==> config.mk <==
export PLATFORM = sky130hd
export DESIGN_NAME = dec2stch_array_flat
export DESIGN_NICKNAME = d
export VERILOG_FILES = /design/src/rtl/dec2stch_array_if.sv /design/src/rtl/dec2stch_array.sv /design/src/flat_wrapper.sv
export SDC_FILE = /design/constraint.sdc
export NUM_CORES = 1
export LEC_CHECK = 0
export ABC_AREA = 1
export BUFFER_PORTS_ARGS = -buffer_cell sky130_fd_sc_hd__buf_2
export CAP_MARGIN = 15
export CORE_AREA = 2 2 84 86
export CTS_CLUSTER_SIZE = 14
export DETAILED_ROUTE_END_ITERATION = 8
export DIE_AREA = 0 0 86 88
export SLEW_MARGIN = 20
export SYNTH_ARGS = -nofsm -noshare
export SYNTH_HDL_FRONTEND = slang
export SYNTH_SLANG_ARGS = --single-unit
==> constraint.sdc <==
create_clock -name CLK -period 2.54 [get_ports CLK]
set_clock_uncertainty 0.05 [all_clocks]
set_input_delay 0.381 -clock CLK [delete_from_list [all_inputs] [get_ports CLK]]
set_output_delay 0.381 -clock CLK [all_outputs]
set_load 0.02 [all_outputs]
==> src/rtl/dec2stch_array_if.sv <==
// Request/stream bundle between an upstream controller and dec2stch_array.
interface dec2stch_array_if #(
    parameter int NC = 2,
    parameter int ND = 8,
    parameter int LW = 10
);
    logic             START;
    logic [LW-1:0]    LEN;
    logic [NC*ND-1:0] D;
    logic             READY;
    logic [NC-1:0]    S;
    logic             SV;
    logic             DONE;

    modport master (output START, LEN, D, input READY, S, SV, DONE);
    modport slave  (input START, LEN, D, output READY, S, SV, DONE);
endinterface

==> src/rtl/dec2stch_array.sv <==
// Multi-channel decimal-to-stochastic converter: one shared Galois LFSR, rotated per
// channel, compared against latched probabilities to emit framed bit-streams.
module dec2stch_array #(
    parameter int            NC     = 2,
    parameter int            ND     = 8,
    parameter int            LW     = 10,
    parameter logic [ND-1:0] TAPS   = 8'hB8,
    parameter logic [ND-1:0] SEED   = 8'h01,
    parameter int            ROT    = 3,
    parameter bit            RESEED = 1'b1
) (
    input logic             CLK,
    input logic             INIT,
    dec2stch_array_if.slave bus
);

    localparam logic [ND-1:0] SEED_EFF = (SEED == '0) ? ND'(1) : SEED;

    typedef enum logic [1:0] {
        ST_IDLE,
        ST_RUN,
        ST_DONE
    } state_t;

    function automatic logic [ND-1:0] galois_step(input logic [ND-1:0] v);
        return v[0] ? ((v >> 1) ^ TAPS) : (v >> 1);
    endfunction

    function automatic logic [ND-1:0] rotl(input logic [ND-1:0] v, input int n);
        logic [2*ND-1:0] t;
        t = {v, v} << n;
        return t[2*ND-1:ND];
    endfunction

    state_t           state_q;
    state_t           state_nx;
    logic             accept;
    logic             emit;
    logic [ND-1:0]    lfsr_p0;
    logic [LW-1:0]    cnt_p0;
    logic [NC*ND-1:0] dlat_p0;
    logic [ND-1:0]    src_lfsr;
    logic [NC*ND-1:0] src_d;
    logic [NC-1:0]    bit_nx;
    logic [NC-1:0]    s_p1;
    logic             sv_p1;

    always_ff @(posedge CLK or negedge INIT) begin
        if (!INIT) begin
            state_q <= ST_IDLE;
        end else begin
            state_q <= state_nx;
        end
    end

    // The first bit is produced on the accepting edge, so a START taken in the
    // DONE cycle continues the valid window without a gap.
    always_comb begin
        state_nx = state_q;
        accept   = 1'b0;
        emit     = 1'b0;
        case (state_q)
            ST_RUN: begin
                emit = 1'b1;
                if (cnt_p0 == LW'(1)) begin
                    state_nx = ST_DONE;
                end
            end
            default: begin
                if (bus.START) begin
                    accept   = 1'b1;
                    emit     = (bus.LEN != '0);
                    state_nx = (bus.LEN > LW'(1)) ? ST_RUN : ST_DONE;
                end else begin
                    state_nx = ST_IDLE;
                end
            end
        endcase
    end

    always_comb begin
        src_lfsr = (accept && RESEED) ? SEED_EFF : lfsr_p0;
        src_d    = accept ? bus.D : dlat_p0;
        bit_nx   = '0;
        for (int c = 0; c < NC; c++) begin
            bit_nx[c] = (src_d[c*ND +: ND] >= rotl(src_lfsr, (c * ROT) % ND));
        end
    end

    // p0: latched request and generator state / p1: registered stream outputs
    always_ff @(posedge CLK or negedge INIT) begin
        if (!INIT) begin
            lfsr_p0 <= SEED_EFF;
            cnt_p0  <= '0;
            dlat_p0 <= '0;
            s_p1    <= '0;
            sv_p1   <= 1'b0;
        end else begin
            if (accept) begin
                dlat_p0 <= bus.D;
                cnt_p0  <= (bus.LEN == '0) ? '0 : (bus.LEN - LW'(1));
            end else if (emit) begin
                cnt_p0 <= cnt_p0 - LW'(1);
            end
            if (emit) begin
                lfsr_p0 <= galois_step(src_lfsr);
            end else if (accept) begin
                lfsr_p0 <= src_lfsr;
            end
            s_p1  <= emit ? bit_nx : '0;
            sv_p1 <= emit;
        end
    end

    assign bus.READY = (state_q != ST_RUN);
    assign bus.DONE  = (state_q == ST_DONE);
    assign bus.S     = s_p1;
    assign bus.SV    = sv_p1;

endmodule
==> src/flat_wrapper.sv <==
// flat-port wrapper written by rule: the top's interface ports become plain ports
module dec2stch_array_flat 
#(
    parameter int            NC     = 2,
    parameter int            ND     = 8,
    parameter int            LW     = 10,
    parameter logic [ND-1:0] TAPS   = 8'hB8,
    parameter logic [ND-1:0] SEED   = 8'h01,
    parameter int            ROT    = 3,
    parameter bit            RESEED = 1'b1
)
  (CLK, INIT, bus_START, bus_LEN, bus_D, bus_READY, bus_S, bus_SV, bus_DONE);
  dec2stch_array_if #(.NC(NC), .ND(ND), .LW(LW)) bus_i ();
  input logic CLK;
  input logic INIT;
  input wire logic [$bits(bus_i.START)-1:0] bus_START;
  input wire logic [$bits(bus_i.LEN)-1:0] bus_LEN;
  input wire logic [$bits(bus_i.D)-1:0] bus_D;
  output wire logic [$bits(bus_i.READY)-1:0] bus_READY;
  output wire logic [$bits(bus_i.S)-1:0] bus_S;
  output wire logic [$bits(bus_i.SV)-1:0] bus_SV;
  output wire logic [$bits(bus_i.DONE)-1:0] bus_DONE;
  assign bus_i.START = bus_START;
  assign bus_i.LEN = bus_LEN;
  assign bus_i.D = bus_D;
  assign bus_READY = bus_i.READY;
  assign bus_S = bus_i.S;
  assign bus_SV = bus_i.SV;
  assign bus_DONE = bus_i.DONE;
  dec2stch_array #(.NC(NC), .ND(ND), .LW(LW), .TAPS(TAPS), .SEED(SEED), .ROT(ROT), .RESEED(RESEED)) u_core (.CLK(CLK), .INIT(INIT), .bus(bus_i));
endmodule
# Yosys cells after proc, flatten, opt, wreduce, memory -nomap -nowiden
# Cells that the tools add are included.
dict set report totals {
  input_bits 29
  output_inout_bits 5
  ff_bits 39
  wordCells 37
}
dict set report op_classes {
  order_cmp 3
  bitwise_logic 1
  eq_ne 5
  n_addsub 2
  reduce_logical 3
  mux 17
}
# cell n
set op_table {}
lappend op_table {{$mux W8} 4}
lappend op_table {{$mux W10} 3}
lappend op_table {{$sub A10 B1 Y10 const B} 2}
lappend op_table {{$ge A8 B8 Y1} 2}
lappend op_table {{$mux W16} 1}
lappend op_table {{$eq A10 B1 Y1 const B} 1}
lappend op_table {{$gt A10 B1 Y1 const B} 1}
lappend op_table {{$logic_not A10 Y1} 1}
lappend op_table {{$mux W2} 5}
lappend op_table {{$reduce_bool A10 Y1} 1}
lappend op_table {{$mux W1} 4}
lappend op_table {{$ne A2 B1 Y1 const B} 2}
lappend op_table {{$not A3 Y4} 1}
lappend op_table {{$eq A2 B1 Y1 const B} 1}
lappend op_table {{$eq A2 B2 Y1 const B} 1}
lappend op_table {{$reduce_bool A2 Y1} 1}

# Logic depth before layout (Yosys ltp)
dict set report depth {
  ltp_word 6
  depth_mapped 17
  ltp_nobuf 15
}

# Worst setup path after synthesis
# Ideal clock, no wire load.
dict set report synth_path {
  kind {register to register}
  startpoint {reg u_core.state_q[1]}
  endpoint {reg u_core.s_p1[0] (netlist: u_core.bus.S[0])}
  stages_incl_launch_ff 18
  setup_time_ps 113
  setup_slack_ps 578
  path_buffers 2
  t_required_ps 2377
  t_arrival_ps 1799
  period_less_slack_ps 1962
  cell_sequence {dfrtp_1 > inv_1 > nand2_2 > nand2_4 > inv_4 > buf_6 > buf_4 > nand2_1 > nand2_1 > ha_1 > inv_1 > nor2_1 > o21ai_0 > nand2_1 > nand2_1 > o2111ai_1 > nand2_1 > inv_1}
}
dict set report synth_via {
  elab_chain_len 5
  word_cells_on_any_way 7
  classes_between {order compare: 1; eq/ne: 1; mux: 5}
}
# element line
set synth_lines {}
lappend synth_lines {{start, declared} dec2stch_array.sv:35} ;# state_t state_q;
lappend synth_lines {{start signal, assigned} dec2stch_array.sv:52} ;# state_q <= state_nx;
lappend synth_lines {{$eq A2 B1 Y1} dec2stch_array.sv:62} ;# case (state_q)
lappend synth_lines {{$mux W1} dec2stch_array.sv:62}
lappend synth_lines {{$mux W16} dec2stch_array.sv:83} ;# src_d = accept ? bus.D : dlat_p0;
lappend synth_lines {{via u_core.src_d[1]} dec2stch_array.sv:43} ;# logic [NC*ND-1:0] src_d;
lappend synth_lines {{$ge A8 B8 Y1} dec2stch_array.sv:86} ;# bit_nx[c] = (src_d[c*ND +: ND] >= rotl(src_lfsr, (c * ROT) % ND));
lappend synth_lines {{$mux W2} dec2stch_array.sv:110} ;# s_p1 <= emit ? bit_nx : '0;
lappend synth_lines {{end signal, assigned} dec2stch_array.sv:110}
lappend synth_lines {{end, declared} dec2stch_array.sv:45} ;# logic [NC-1:0] s_p1;
# The timed path passes the listed nets, and every way through them passes these cells.
# A chain may end at the register's enable or synchronous reset.

# Worst setup path in the final report
# Same ends and word-level chain as after synthesis.

==> impl_metrics.yaml <==
clocking:
  htreeDepth: 2
  cts_made_buffers: 5
  postCtsHoldBufs: 0
  cts-resized-gates: 0
  cts_setup_buffers: 0
  path_clk_slew_ns: 0.08
  cts_tree: "built"
  clock_sinks: 39
  clk_latency_ns: 0.30
  clock_path_buffers: 2
  cts_root_buf: "clkbuf_8"
setup_path:
  setup.worst_path.start: "u_core.state_q[1]"
  worstSetupEndpointType: "flop"
  setup.worst_path.start_class: "flop"
  critPathCapture: "u_core.bus.S[0]"
  reg2reg_to: "u_core.bus.S[0]"
  r2r_cells: 15
  worstSetupPathType: "flop to flop"
  required_ns: 2.70
  crit_arrival_ns: 2.23
  rrSetupSlack_ns: 0.47
  timing.rr.start: "u_core.state_q[1]"
  worstPathMaxFanout: 21
timing:
  tightestPinTransition_ns: 0.876
  layout_setup_ws_ns: 0.467
  finalHoldViolCount: 0
  setup_viol: 0
  fmax_mhz: 482
  setup_tns_ns: 0
  rsz0062_at_grt: "no"
  fin_crit_sh_pct: 81.6
  holdWs_ns: 0.145
  fin_crit_ns: 2.07
  relSlewSlack_pct: 41.6
  slew_violations: 0
route:
  routed_via_density: 4.70
  first_iter_violations: 107
  vias: 1955
  drt-wirelength-per-cell_um: 12.2
  wl_um: 5080
  wl_met2_um: 2130
  post-route-drc-count: 0
  drt-pass1-iter-count: 4
  wl_met1_um: 2690
  antenna_left: 0
  top_layer: "met4"
  route.met3.wl_um: 195
yosys:
  ys_seq_area_share_pct: 40.3
  synth-edff-count: 0
  ys_ff_latch: 39
  synth_cell_type_count: 37
  synthCells: 300
  yosys_warnings: 0
  avgSynthCellArea_sq_um: 8.08
  synth-main-ff-cell: "dfrtp_1"
  ys_async_sr_fraction_pct: 100
  synth.net_count: 349
  synth_area_sq_mm: 0.00242
run:
  cap_viol_max_count: 0
final_layout:
  fill_cells: 684
  insertedDiodeCount: 0
  register_area_sq_um: 977
  finalNonFillerCells: 416
  multi_input_area_sq_mm: 0.00128
  area_growth_pct: 13.4
  drive_gt1_share_pct: 20.5
  nets: 384
run_status:
  outcome: "complete, no violations"
floorplanning:
  dieWidth_um: 86
  coreArea_sq_mm: 0.00664
  start_util_pct: 36.5
  pin_count: 34
  die-area_sq_mm: 0.00757
  die_h_um: 88
  rows: 30
global_routing:
  grt_max_degree: 40
  grt_use_total_pct: 14.9
  grt_pass1_vias: 1876
  antenna_found_initial: 0
  grt_pass1_wl_um: 8910
  grt-ovfl-total: 0
pwr:
  p_sw_share_pct: 41.3
  vdd_ir_drop_max_uv: 344
  leakage_nw: 1.40
  p_switching_w: 0.00119
  p_int_w: 0.00169
  power_frac_clock_pct: 14.6
  p_comb_share_pct: 47.5
  power_w: 0.00289
  p_seq_share_pct: 37.9
  power_density_mw_per_mm2: 1050
placed_design:
  place.gp.congestion: 0.822
  port-buffer-count: 33
  numPlacedInstances: 408
  dp_slack_ns: 0.382
  dp_hpwl_um: 3790
min_path:
  hold_path_class: "input port to async pin"
[critical path, stage by stage, from the launching register on]
cell and delay (ns):
dfrtp_1 0.36, inv_1 0.07, nand2_2 0.07, nand2_4 0.22, inv_4 0.18, nand2_1 0.10
nand2_1 0.08, ha_1 0.31, inv_1 0.06, nor2_1 0.03, o21ai_0 0.13, nand2_1 0.06
nand2_1 0.06, o2111ai_1 0.09, nand2_1 0.07, inv_1 0.03
[metrics by stage]
| step | utilization [%] | cell area (sq um) |
|---|---|---|
| after CTS | 41.4 | 2750 |
| after global placement | 40.1 | 2660 |
| after floorplan | - | 2420 |
| after detailed placement | 40.1 | 2660 |
| final | 41.4 | 2750 |
| after global routing | 41.4 | 2750 |
[final cells by class]
class / count / area share [%]
well taps: 80 / 3.64
flip-flops and latches: 39 / 35.5
multi-input cells: 222 / 46.6
inverters: 32 / 4.46
repair buffers: 35 / 6.55
clock buffers: 5 / 2.50
clock inverters: 3 / 0.728
[worst min-delay path by stage]
| stage | to | slack [ns] |
|---|---|---|
| finish | u_core.bus.S[0] | 0.15 |
| global route | u_core.lfsr_p0[7] | 0.22 |
| CTS | u_core.bus.S[0] | 0.17 |
| detailed placement | u_core.dlat_p0[11] | 0.42 |
| global placement | u_core.dlat_p0[1] | 0.42 |
| floorplan | u_core.bus.SV | 0.04 |
[placed cells by master (no fill, tap or decap), types with 2 or more instances in the layout]
master       n
dfrtp_1     38
nor2_1      23
nand2_4      2
nand2_2      4
nor3_1       2
a31oi_1      2
clkinvlp_4   2
nor2_2       4
o22ai_2      2
nand4_1      2
a21oi_1      7
o21ai_0      6
buf_2       33
inv_2        4
o21ai_1      4
xor2_1       4
o22ai_1      5
nand2_1     96
nand3_2      2
clkbuf_8     5
nand3_1     15
inv_1       27
o211ai_1     4
nor2_4       4
buf_4        2
xnor2_1      5
ha_1        20
[per-layer routing]
| metal | vias to the layer above | GRT usage (%) |
|---|---|---|
| met3 | 5 | 3.11 |
| met2 | 39 | 22.4 |
| met5 | - | 0 |
| met4 | 0 | 4.33 |
| li1 | 1042 | - |
| met1 | 869 | 21.7 |
[cells by family (layout without fill, tap and decap cells)]
logic type | after synthesis | after routing | synth area share [%]
simple gates | 156 | 156 | 29.3
buf+inv | 39 | 75 | 6.86
fa+ha+maj | 20 | 20 | 10.3
compound gates | 37 | 37 | 10.0
xor+xnor | 9 | 9 | 3.25
flops | 39 | 39 | 40.3
[state kept, by name, indices dropped and copies added (netlist names)]
name	flops
u_core.bus.SV	1
u_core.cnt_p0	10
u_core.lfsr_p0	8
u_core.state_q	2
u_core.dlat_p0	16
u_core.bus.S	2
[power groups by stage]
stage | clock, W | combinational (W) | sequential, W
after floorplan | 0 | 0.00108 | 0.00108
after global placement | 0 | 0.00135 | 0.00110
after detailed placement | 0 | 0.00138 | 0.00110
after CTS | 0.000440 | 0.00138 | 0.00109
after global routing | 0.000468 | 0.00162 | 0.00113
final | 0.000422 | 0.00137 | 0.00109
[cells in the mapped netlist (2+ instances only)]
master | count | area share, %
nand4_1 | 2 | 0.52
o22ai_2 | 2 | 1.0
a31oi_1 | 2 | 0.52
nand2_4 | 2 | 0.93
buf_2 | 5 | 1.0
a21oi_1 | 7 | 1.4
xor2_1 | 4 | 1.4
dfrtp_1 | 38 | 39
nor3_1 | 2 | 0.41
nor2_1 | 23 | 3.6
nand3_1 | 15 | 3.1
inv_2 | 4 | 0.62
nand2_2 | 4 | 1.0
inv_1 | 27 | 4.2
ha_1 | 20 | 10
nand2_1 | 96 | 15
o21ai_0 | 6 | 1.2
nor2_2 | 4 | 1.0
o22ai_1 | 5 | 1.3
o211ai_1 | 4 | 1.2
nand3_2 | 2 | 0.83
xnor2_1 | 5 | 1.8
nor2_4 | 4 | 1.9
o21ai_1 | 4 | 0.83
No activity file was read; power rests on OpenSTA's default activity.
